--- config.mk ---
export PLATFORM = sky130hd
export DESIGN_NAME = nios_oci_trace_packer_flat
export DESIGN_NICKNAME = d
export VERILOG_FILES = /design/src/rtl/nios_oci_trace_packer_if.sv /design/src/rtl/nios_oci_trace_packer.sv /design/src/flat_wrapper.sv
export SDC_FILE = /design/constraint.sdc
export NUM_CORES = 1
export LEC_CHECK = 0
export ABC_AREA = 1
export CAP_MARGIN = 40
export CORE_MARGIN = 2
export CORE_UTILIZATION = 52
export CTS_CLUSTER_DIAMETER = 40
export CTS_CLUSTER_SIZE = 25
export DETAILED_ROUTE_END_ITERATION = 8
export PLACE_DENSITY_LB_ADDON = 0.25
export SETUP_SLACK_MARGIN = 0.3
export SKIP_CTS_REPAIR_TIMING = 1
export SLEW_MARGIN = 0
export SYNTH_ARGS = -nofsm -noshare
export SYNTH_HDL_FRONTEND = slang
export SYNTH_SLANG_ARGS = --single-unit
--- constraint.sdc ---
create_clock -name clk -period 3.3 [get_ports clk]
set_input_delay 0.495 -clock clk [delete_from_list [all_inputs] [get_ports clk]]
set_output_delay 0.495 -clock clk [all_outputs]
set_load 0.02 [all_outputs]
--- src/rtl/nios_oci_trace_packer_if.sv ---
// Trace packer bus: fragment stream in, packed-word stream out.
// The packer takes the slave side; the trace source/consumer takes the master side.
interface nios_oci_trace_packer_if #(
    parameter int ENTRY_W = 2,
    parameter int DEPTH   = 15,
    parameter int CNT_W   = 4
);
    logic                       trc_valid;
    logic [ENTRY_W-1:0]         trc_data;
    logic                       trc_ready;
    logic                       out_valid;
    logic [DEPTH*ENTRY_W-1:0]   out_data;
    logic [CNT_W-1:0]           out_count;
    logic                       out_ready;

    modport master (
        output trc_valid, trc_data, out_ready,
        input  trc_ready, out_valid, out_data, out_count
    );

    modport slave (
        input  trc_valid, trc_data, out_ready,
        output trc_ready, out_valid, out_data, out_count
    );
endinterface

--- src/rtl/nios_oci_trace_packer.sv ---
// OCI trace packer: packs trace fragments into DEPTH-entry words.
// Each sealed word goes to a one-deep valid/ready slot. A drain sequence ends in a sticky test_has_ended.
module nios_oci_trace_packer #(
    parameter int ENTRY_W       = 2,
    parameter int DEPTH         = 15,
    parameter int CNT_W         = 4,
    parameter int STALL_ON_FULL = 1
) (
    input  logic                     clk,
    input  logic                     reset_n,
    nios_oci_trace_packer_if.slave   bus,
    input  logic                     flush,
    input  logic                     test_ending,
    output logic                     test_has_ended,
    output logic [DEPTH*ENTRY_W-1:0] dct_buffer,
    output logic [CNT_W-1:0]         dct_count,
    output logic [15:0]              ovf_count
);
    localparam int               BUF_W   = DEPTH * ENTRY_W;
    localparam logic [CNT_W-1:0] DEPTH_C = CNT_W'(DEPTH);
    localparam logic [CNT_W-1:0] ZERO_C  = {CNT_W{1'b0}};
    localparam logic [CNT_W-1:0] ONE_C   = {{(CNT_W-1){1'b0}}, 1'b1};
    localparam logic             STALL_C = (STALL_ON_FULL != 0);

    typedef enum logic [1:0] {
        ST_RUN   = 2'd0,
        ST_DRAIN = 2'd1,
        ST_DONE  = 2'd2
    } state_t;

    state_t           state_r;
    logic [BUF_W-1:0] dct_buffer_r;
    logic [CNT_W-1:0] dct_count_r;
    logic [BUF_W-1:0] out_data_r;
    logic [CNT_W-1:0] out_count_r;
    logic             out_valid_r;
    logic             test_has_ended_r;
    logic [15:0]      ovf_count_r;

    logic             is_run_s;
    logic             is_drain_s;
    logic             slot_free_s;
    logic             full_s;
    logic             has_data_s;
    logic             seal_s;
    logic             trc_ready_s;
    logic             accept_s;
    logic             drop_s;
    logic [BUF_W-1:0] shifted_s;
    logic [BUF_W-1:0] fresh_s;

    assign is_run_s    = (state_r == ST_RUN);
    assign is_drain_s  = (state_r == ST_DRAIN);
    assign slot_free_s = !out_valid_r | bus.out_ready;
    assign full_s      = (dct_count_r == DEPTH_C);
    assign has_data_s  = (dct_count_r != ZERO_C);
    // Flush only counts in RUN; DRAIN seals any partial buffer on its own.
    assign seal_s      = slot_free_s & (full_s | (flush & is_run_s & has_data_s) | (is_drain_s & has_data_s));
    assign trc_ready_s = reset_n & is_run_s & (!STALL_C | !full_s | slot_free_s);
    // A full buffer with a blocked slot drops the fragment (only reachable without stall).
    assign accept_s    = bus.trc_valid & trc_ready_s & (!full_s | slot_free_s);
    assign drop_s      = bus.trc_valid & trc_ready_s & full_s & !slot_free_s;
    assign shifted_s   = {dct_buffer_r[BUF_W-ENTRY_W-1:0], bus.trc_data};
    assign fresh_s     = {{(BUF_W-ENTRY_W){1'b0}}, bus.trc_data};

    assign bus.trc_ready  = trc_ready_s;
    assign bus.out_valid  = out_valid_r;
    assign bus.out_data   = out_data_r;
    assign bus.out_count  = out_count_r;
    assign test_has_ended = test_has_ended_r;
    assign dct_buffer     = dct_buffer_r;
    assign dct_count      = dct_count_r;
    assign ovf_count      = ovf_count_r;

    // Packing buffer and output slot
    always_ff @(posedge clk or negedge reset_n) begin
        if (!reset_n) begin
            dct_buffer_r <= {BUF_W{1'b0}};
            dct_count_r  <= ZERO_C;
            out_data_r   <= {BUF_W{1'b0}};
            out_count_r  <= ZERO_C;
            out_valid_r  <= 1'b0;
        end else if (seal_s) begin
            out_data_r  <= dct_buffer_r;
            out_count_r <= dct_count_r;
            out_valid_r <= 1'b1;
            if (accept_s) begin
                dct_buffer_r <= fresh_s;
                dct_count_r  <= ONE_C;
            end else begin
                dct_buffer_r <= {BUF_W{1'b0}};
                dct_count_r  <= ZERO_C;
            end
        end else begin
            if (out_valid_r && bus.out_ready) begin
                out_valid_r <= 1'b0;
            end else begin
                out_valid_r <= out_valid_r;
            end
            if (accept_s) begin
                dct_buffer_r <= shifted_s;
                dct_count_r  <= dct_count_r + ONE_C;
            end else begin
                dct_buffer_r <= dct_buffer_r;
                dct_count_r  <= dct_count_r;
            end
        end
    end

    // Saturating count of dropped fragments
    always_ff @(posedge clk or negedge reset_n) begin
        if (!reset_n) begin
            ovf_count_r <= 16'd0;
        end else if (drop_s && (ovf_count_r != 16'hFFFF)) begin
            ovf_count_r <= ovf_count_r + 16'd1;
        end else begin
            ovf_count_r <= ovf_count_r;
        end
    end

    // End-of-test sequencing: RUN -> DRAIN -> DONE (sticky)
    always_ff @(posedge clk or negedge reset_n) begin
        if (!reset_n) begin
            state_r          <= ST_RUN;
            test_has_ended_r <= 1'b0;
        end else begin
            case (state_r)
                ST_RUN: begin
                    if (test_ending) begin
                        state_r <= ST_DRAIN;
                    end else begin
                        state_r <= ST_RUN;
                    end
                end
                ST_DRAIN: begin
                    if (!has_data_s && !out_valid_r) begin
                        state_r          <= ST_DONE;
                        test_has_ended_r <= 1'b1;
                    end else begin
                        state_r <= ST_DRAIN;
                    end
                end
                ST_DONE: begin
                    state_r          <= ST_DONE;
                    test_has_ended_r <= 1'b1;
                end
                default: begin
                    state_r          <= ST_RUN;
                    test_has_ended_r <= 1'b0;
                end
            endcase
        end
    end
endmodule
--- src/flat_wrapper.sv ---
// flat-port wrapper written by rule: the top's interface ports become plain ports
module nios_oci_trace_packer_flat 
#(
    parameter int ENTRY_W       = 2,
    parameter int DEPTH         = 15,
    parameter int CNT_W         = 4,
    parameter int STALL_ON_FULL = 1
)
  (clk, reset_n, flush, test_ending, test_has_ended, dct_buffer, dct_count, ovf_count, bus_trc_valid, bus_trc_data, bus_out_ready, bus_trc_ready, bus_out_valid, bus_out_data, bus_out_count);
  nios_oci_trace_packer_if #(.ENTRY_W(ENTRY_W), .DEPTH(DEPTH), .CNT_W(CNT_W)) bus_i ();
  input  logic clk;
  input  logic reset_n;
  input  logic flush;
  input  logic test_ending;
  output logic test_has_ended;
  output logic [DEPTH*ENTRY_W-1:0] dct_buffer;
  output logic [CNT_W-1:0] dct_count;
  output logic [15:0] ovf_count;
  input wire logic [$bits(bus_i.trc_valid)-1:0] bus_trc_valid;
  input wire logic [$bits(bus_i.trc_data)-1:0] bus_trc_data;
  input wire logic [$bits(bus_i.out_ready)-1:0] bus_out_ready;
  output wire logic [$bits(bus_i.trc_ready)-1:0] bus_trc_ready;
  output wire logic [$bits(bus_i.out_valid)-1:0] bus_out_valid;
  output wire logic [$bits(bus_i.out_data)-1:0] bus_out_data;
  output wire logic [$bits(bus_i.out_count)-1:0] bus_out_count;
  assign bus_i.trc_valid = bus_trc_valid;
  assign bus_i.trc_data = bus_trc_data;
  assign bus_i.out_ready = bus_out_ready;
  assign bus_trc_ready = bus_i.trc_ready;
  assign bus_out_valid = bus_i.out_valid;
  assign bus_out_data = bus_i.out_data;
  assign bus_out_count = bus_i.out_count;
  nios_oci_trace_packer #(.ENTRY_W(ENTRY_W), .DEPTH(DEPTH), .CNT_W(CNT_W), .STALL_ON_FULL(STALL_ON_FULL)) u_core (.clk(clk), .reset_n(reset_n), .bus(bus_i), .flush(flush), .test_ending(test_ending), .test_has_ended(test_has_ended), .dct_buffer(dct_buffer), .dct_count(dct_count), .ovf_count(ovf_count));
endmodule
==> results.cfg, run 1 <==
[logic_synthesis]
synth_top_area_share_pct = 62.5
syn_nets = 384
ys_seq_area_share_pct = 62.5
synth.avg_cell_area_um2 = 9.49
synthDistinctLibCells = 19
synth_top_cell_by_area = dfrtp_1
synth_ff_type = dfrtp_1
synth_edf_count = 0
synthCells = 371
yosys_register_bits = 88
yosysWarnings = 0
syn_area_um2 = 3520
synth_area_leaders = dfrtp_1, nand3_1, nand2_1
synthArstFlopShare_pct = 100

[timing]
finalSetupTns_ns = 0
period_needed_ns = 2.49
setup_viol = 0
final_max_slew_viol_count = 0
hold_violations = 0
fmaxAchievable_mhz = 402
finalCritPeriodShare_pct = 75.3
rsz0062_at_grt = false
tightest_slew_ns = 0.627
hold_slack_ns = 0.202
relSlewSlack_pct = 58.2
fin_skew_ns = 0.0115

[power_and_ir_drop]
cellPowerDensity_nw_per_um2 = 664
p_leak_nw = 2.34
irDropWorstVdd_uv = 505

[grt]
antenna_found_initial = 0
overflow = 0
grt_usage_pct = 21.5
grt_max_degree = 53
grt_pass1_vias = 2689
grt_pass1_wl_um = 12600

[placement]
hpwlAfterDp_um = 4920
portBuffers = 94
finalWeightedCongestion = 0.787

[die]
fp.dieArea_um2 = 7450
die_w_um = 86.3
num_rows = 29
die_h_um = 86.3
initial_utilization_pct = 54.5
io_pins = 95
core_area_um2 = 6460

[setup_path]
arrival_ns = 1.99
path_max_fanout = 4
r2r_end = u_core.dct_count[0]$_DFFE_PN0P_
cp.required_ns = 2.80
end_kind = output pin
worstReg2RegStart = u_core.state_r[1]$_DFF_PN0_
start_kind = flop
crit_type = reg -> out
r2r_slack_ns = 1.04
reg2reg_depth = 12

[drt]
route.detailed.drc = 0
wl_per_cell_um = 14.1
first_pass_iters = 4
num_vias = 2742
drt_iter0_drc = 185
vias_per_cell = 5.21
ant_nets = 0
routed_wl_um = 7430

[clock_network]
clk_pin_slew_worst_paths_ns = 0.09
tritoncts = done
clock_latency_ns = 0.35
cts-buffers-inserted = 9
cts_max_level = 3
clockBufferDepth = 2
clock_sinks = 88
clockRootBuffer = clkbuf_8

[job]
cap_violations = 0

[final_layout]
diodes = 0
area_delta_synth_final_pct = 31.2
drive_above_1_share_pct = 6.90
nets = 457

[status]
run_status = completed

[hold_path]
holdCritPathClass = in -> async
[worst max-delay path by stage]
stage / end / slack, ns / depth (start not counted) / from
global route: bus_trc_ready / 0.71 / 7 / u_core.state_r[1]$_DFF_PN0_
global placement: u_core.dct_buffer[18]$_DFFE_PN0P_ / 0.89 / 9 / flush
CTS: bus_trc_ready / 0.80 / 7 / u_core.state_r[1]$_DFF_PN0_
detailed placement: u_core.dct_count[0]$_DFFE_PN0P_ / 0.84 / 8 / bus_out_ready
floorplan: bus_trc_ready / 1.66 / 6 / u_core.dct_count[0]$_DFFE_PN0P_
finish: bus_trc_ready / 0.81 / 7 / u_core.state_r[1]$_DFF_PN0_
[synthesized netlist by cell type, types with 2 or more instances]
master,n
o21ai_1,11
nand3_1,90
buf_2,17
xor2_1,2
clkbuf_1,19
inv_2,4
dfrtp_1,88
nor2_1,2
ha_1,5
inv_1,10
nand2_1,113
nand2_4,2
buf_6,2
[final cells by class]
class                      count  area, um2
sequential                    88       2200
fill                         505       1840
multi-input combinational    231       1090
timing repair buffer         100        983
clock buffer                  11        141
tap                           77       96.3
clock inverter                 5       56.3
inverter                      14       52.6
[flip-flops by register name, indices dropped and copies added (netlist names)]
name / cells
u_core.dct_count: 4
u_core.test_has_ended: 1
u_core.bus.out_valid: 1
u_core.bus.out_count: 4
u_core.bus.out_data: 30
u_core.dct_buffer: 30
u_core.ovf_count: 16
u_core.state_r: 2
[layer usage]
metal	wire (um)	global-route usage, %
met3	298	3.81
met2	3520	34.6
met1	3500	29.2
met5	0	0
met4	119	8.52
[report_power, final]
part / switching [W] / leakage [nW] / internal, W
sequential: 0.000102 / 1.22 / 0.00119
combinational: 0.000687 / 1.03 / 0.000353
clock: 0.000366 / 0.0993 / 0.000370
[per-stage QoR]
stage	setup WS [ns]	power [W]	utilization (%)	cell area (um2)	std cells
2_1_floorplan	1.66	0.00201	-	3520	371
3_3_place_gp	0.887	0.00232	68.5	4420	510
3_5_place_dp	0.844	0.00235	68.5	4420	510
4_1_cts	0.800	0.00309	71.5	4620	526
5_1_grt	0.709	0.00326	71.5	4620	526
6_report	0.814	0.00307	71.5	4620	526
[placed cells by master, fill, tap and decap left out]
cell type	count
dfrtp_1	88
nand2_2	1
bufinv_16	1
nand3_1	90
clkinv_2	2
ha_1	5
o22ai_1	1
inv_1	10
nand2_1	113
inv_2	4
clkbuf_8	10
a21oi_1	1
nand3_4	1
nand2_4	2
clkbuf_1	1
xor2_1	2
clkinvlp_4	1
clkdlybuf4s50_1	93
clkinv_4	1
nand3b_1	1
nor2_1	2
nor2_2	1
buf_4	7
o21ai_1	11
[logic make-up (layout without fill, tap and decap cells)]
family | Yosys count | count (layout) | share of synthesized area, %
xor gates and xnor gates | 2 | 2 | 0.497
AOI/OAI and AO/OA | 13 | 13 | 1.88
buffers and inverters | 52 | 130 | 6.57
DFF | 88 | 88 | 62.5
adders and majority gates | 5 | 5 | 1.78
and+or+nand+nor | 211 | 211 | 26.8
[critical path, cell delays in order (launching register included)]
cell             delay (ns)
dfrtp_1                0.39
inv_1                  0.12
ha_1                   0.24
nand2_1                0.07
inv_1                  0.11
nand2_1                0.06
inv_1                  0.05
clkdlybuf4s50_1        0.59
Power figures use the tool's default switching activity.
==> run 2, diff against run 1 <==
- CORE_UTILIZATION: 52 -> 48
- clock period: 3.3 -> 2.3 ns (I/O delays scaled with it)
==> results.cfg, run 2 (synthesis results as in run 1) <==
[power_and_ir_drop]
swShare_pct = 36.8
p_seq_share_pct = 40.1
cellPowerDensity_nw_per_um2 = 981
power.internal_w = 0.00292
irDropWorstVdd_uv = 591
p_sw_w = 0.00170
clock_power_share_pct = 25.2
p_comb_share_pct = 34.7
p_leak_nw = 2.38
fin_total_pwr_w = 0.00463

[grt]
grt_usage_pct = 20.9
grt_pass1_vias = 2655
grt_max_degree = 54
overflow = 0
grt_pass1_wl_um = 12900
antenna_found_initial = 0

[setup_path]
cp.required_ns = 1.96
arrival_ns = 1.55
crit_type = reg -> out
start_kind = flop
path_max_fanout = 6
end_kind = output pin

[timing]
finalWorstSetupSlack_ns = 0.410
period_needed_ns = 1.89
setup_viol = 0
tightest_slew_ns = 0.628
finalCritPeriodShare_pct = 82.2
finalSetupTns_ns = 0
fmaxAchievable_mhz = 529
relSlewSlack_pct = 58.2
hold_violations = 0
rsz0062_at_grt = false
final_max_slew_viol_count = 0
fin_skew_ns = 0.0108

[final_layout]
nets = 460
diodes = 0
area_delta_synth_final_pct = 33.9
fin_util_pct = 65.7
final_cell_mix = nand2_1, clkdlybuf4s50_1, nand3_1
fillers = 581
final_common_cell = nand2_1
final_cell_area_um2 = 4720
drive_above_1_share_pct = 8.43

[clock_network]
clk_pin_slew_worst_paths_ns = 0.08
clockRootBuffer = clkbuf_8
tritoncts = done
clock_sinks = 88
cts-buffers-inserted = 9
clockBufferDepth = 2
cts_max_level = 3
clock_latency_ns = 0.35

[drt]
ant_nets = 0
vias_per_cell = 5.12
first_pass_iters = 4
routed_wl_um = 7870
route.detailed.drc = 0
wl_per_cell_um = 14.3
drt_iter0_drc = 153
num_vias = 2815

[hold_path]
holdCritPathClass = in -> async

[job]
cap_violations = 0

[die]
fp.dieArea_um2 = 8040
num_rows = 31
io_pins = 95
die_w_um = 89.7
initial_utilization_pct = 49.1
die_h_um = 89.7
core_area_um2 = 7180

[placement]
finalWeightedCongestion = 0.732
portBuffers = 94
hpwlAfterDp_um = 5080
pre_cts_ws_ns = 0.259
post_dp_cell_area_um2 = 4490

[status]
run_status = completed
## run 2: metrics by stage
stage / std cells / hold WS [ns]
2_1_floorplan: 371 / 0.0494
3_3_place_gp: 534 / 0.364
3_5_place_dp: 534 / 0.364
4_1_cts: 549 / 0.0685
5_1_grt: 550 / 0.0868
6_report: 550 / 0.0693
## run 2: final cells by class
cell class / count / area, um2 / area share, %
Multi-Input combinational cell: 231 / 1090 / 23.1
Clock inverter: 5 / 81.3 / 1.72
Inverter: 14 / 52.6 / 1.11
Sequential cell: 88 / 2200 / 46.7
Clock buffer: 10 / 138 / 2.92
Timing Repair Buffer: 103 / 1030 / 21.8
Tap cell: 99 / 124 / 2.63
## run 2: metal layers
layer | vias up | GRT usage (%) | wire (um) | share of wire, %
met3 | 11 | 4.75 | 391 | 5.0
met5 | - | 0 | 0 | 0
met2 | 93 | 34.1 | 3940 | 50
li1 | 1335 | - | - | -
met4 | 0 | 8.28 | 132 | 1.7
met1 | 1376 | 27.1 | 3400 | 43
## run 2: critical path: stages (launching register included)
cell      delay [ns]
dfrtp_2         0.42
ha_1            0.19
nand2_1         0.07
nor2_2          0.16
nand2_2         0.10
nand2_1         0.06
inv_1           0.05
clkbuf_2        0.16
## run 2: path summary, 6_finish.rpt
kind | slack (ns) | endpoint | start | cells after the start
worst min register to register | 0.38 | u_core.ovf_count[9]$_DFFE_PN0P_ | u_core.ovf_count[9]$_DFFE_PN0P_ | 0
min in group clk | 0.38 | u_core.ovf_count[9]$_DFFE_PN0P_ | u_core.ovf_count[9]$_DFFE_PN0P_ | 0
max in group asynchronous | 1.24 | u_core.dct_buffer[19]$_DFFE_PN0P_ | reset_n | 3
worst max-delay path | 0.41 | bus_trc_ready | u_core.dct_count[0]$_DFFE_PN0P_ | 7
worst min-delay path | 0.07 | u_core.bus.out_data[27]$_DFFE_PN0P_ | reset_n | 2
worst max register to register | 0.48 | u_core.dct_count[0]$_DFFE_PN0P_ | u_core.dct_count[0]$_DFFE_PN0P_ | 9
## run 2: power groups by stage
stage	Combinational (W)	Sequential, W	Clock, W
floorplan	0.000837	0.00204	0
global placement	0.00157	0.00187	0
detailed placement	0.00161	0.00188	0
CTS	0.00162	0.00185	0.00119
global route	0.00178	0.00188	0.00126
finish	0.00161	0.00185	0.00117
==> run 3, diff against run 2 <==
- clock period: 2.3 -> 1.8 ns (I/O delays scaled with it)
==> results.cfg, run 3 (synthesis results as in run 1) <==
[status]
run_status = finished with violations
violations = hold timing

[grt]
grt_usage_pct = 20.2
grt_pass1_wl_um = 12400
antenna_found_initial = 0
grt_max_degree = 54
grt_pass1_vias = 2612
overflow = 0

[clock_network]
clockBufferDepth = 2
cts-buffers-inserted = 9
clock_latency_ns = 0.37
clk_pin_slew_worst_paths_ns = 0.10
tritoncts = done
clock_sinks = 88
clockRootBuffer = clkbuf_8
cts_max_level = 3

[setup_path]
path_max_fanout = 3
crit_type = reg -> out
cp.required_ns = 1.53
start_kind = flop
critPathMaxStageDelay_ns = 0.41
cp_cell_sequence = inv_2 > ha_4 > nand2_1 > inv_1 > nand2_1 > inv_1 > clkbuf_2
arrival_ns = 1.46
cp_slowest_cell = dfrtp_1
end_kind = output pin

[timing]
fmaxAchievable_mhz = 577
rsz0062_at_grt = true
finalSetupTns_ns = 0
relSlewSlack_pct = 59.3
setup_viol = 0
hold_violations = 33
final_max_slew_viol_count = 0
fin_skew_ns = 0.0115
period_needed_ns = 1.73
hold_slack_ns = -0.0279
finalCritPeriodShare_pct = 96.3
tightest_slew_ns = 0.610

[drt]
routed_wl_um = 11100
drt_iter0_drc = 155
wl_per_cell_um = 18.9
route.detailed.drc = 0
num_vias = 3167
ant_nets = 0
first_pass_iters = 4
vias_per_cell = 5.38

[die]
num_rows = 31
io_pins = 95
die_w_um = 89.7
initial_utilization_pct = 49.1
die_h_um = 89.7
fp.dieArea_um2 = 8040
core_area_um2 = 7180

[final_layout]
area_delta_synth_final_pct = 71.2
final_cell_mix = dlymetal6s2s_1, dfrtp_1, nand3_1, nand2_1, nand2_2
nets = 498
fillers = 369
multiInputGateArea_um2 = 1620
diodes = 0
ff_latch_area_um2 = 2200
drive_above_1_share_pct = 36.3

[placement]
portBuffers = 94
hpwlAfterDp_um = 5070
finalWeightedCongestion = 0.784

[power_and_ir_drop]
p_leak_nw = 4.32
p_seq_share_pct = 30.5
power.internal_w = 0.00468
cellPowerDensity_nw_per_um2 = 1310
p_sw_w = 0.00324
clock_power_share_pct = 16.2
irDropWorstVdd_uv = 835
p_comb_share_pct = 53.3
swShare_pct = 40.9

[hold_path]
holdCritPathClass = in -> async

[job]
cap_violations = 0
[run 3: changes by cell type in the layout (fill, tap and decap cells not counted), moves of 6 or more]
cell,delta
buf_4,+6
buf_6,+9
clkbuf_16,+11
clkdlybuf4s50_1,-86
dlymetal6s2s_1,+86
nand2_1,-57
nand2_2,+41
nand2_4,+14
nand3_1,-34
nand3_2,+32
[run 3: worst max-delay path: cells and delay by family, from the launching register on]
kind | cells | cell delay [ns]
buf+inv | 4 | 0.40
simple gates | 2 | 0.13
fa+ha+maj | 1 | 0.15
flops | 1 | 0.41
[run 3: power by group through the flow]
stage	sequential [W]	combinational (W)	clock [W]
floorplan	0.00261	0.00107	0
global placement	0.00238	0.00214	0
detailed placement	0.00239	0.00217	0
CTS	0.00235	0.00217	0.00129
global route	0.00244	0.00443	0.00138
finish	0.00241	0.00422	0.00128
[run 3: stage by stage]
step	power [W]	util (%)	std cells	instance area, um2	setup WS (ns)
5_1_grt	0.00825	84.0	589	6030	0.00784
4_1_cts	0.00581	66.4	559	4760	-0.357
3_3_place_gp	0.00452	63.9	543	4590	-0.0175
6_report	0.00791	84.0	589	6030	0.0658
2_1_floorplan	0.00368	-	371	3520	0.337
3_5_place_dp	0.00455	63.9	543	4590	-0.0269
[run 3: routing by layer]
metal | part of all wire [%] | global-route usage, %
met3 | 6.8 | 4.02
met4 | 1.1 | 8.68
met2 | 51 | 29.9
met1 | 41 | 29.2
met5 | 0 | 0
[run 3: area by class of cell]
type / count / area share, %
timing repair buffer: 139 / 30.5
clock inverter: 7 / 0.913
tap: 99 / 2.05
sequential: 88 / 36.6
inverter: 14 / 1.04
clock buffer: 9 / 2.05
multi-input combinational: 233 / 26.9
[run 3: final timing paths]
kind / slack (ns) / cells after the start / to / start
max in group asynchronous: 0.84 / 3 / u_core.bus.out_data[18]$_DFFE_PN0P_ / reset_n
min in group clk: 0.38 / 0 / u_core.ovf_count[2]$_DFFE_PN0P_ / u_core.ovf_count[2]$_DFFE_PN0P_
worst max-delay path: 0.07 / 7 / bus_trc_ready / u_core.state_r[1]$_DFF_PN0_
worst max register to register: 0.14 / 13 / u_core.dct_count[0]$_DFFE_PN0P_ / u_core.state_r[1]$_DFF_PN0_
worst min register to register: 0.38 / 0 / u_core.ovf_count[2]$_DFFE_PN0P_ / u_core.ovf_count[2]$_DFFE_PN0P_
worst min-delay path: -0.03 / 2 / u_core.bus.out_data[25]$_DFFE_PN0P_ / reset_n
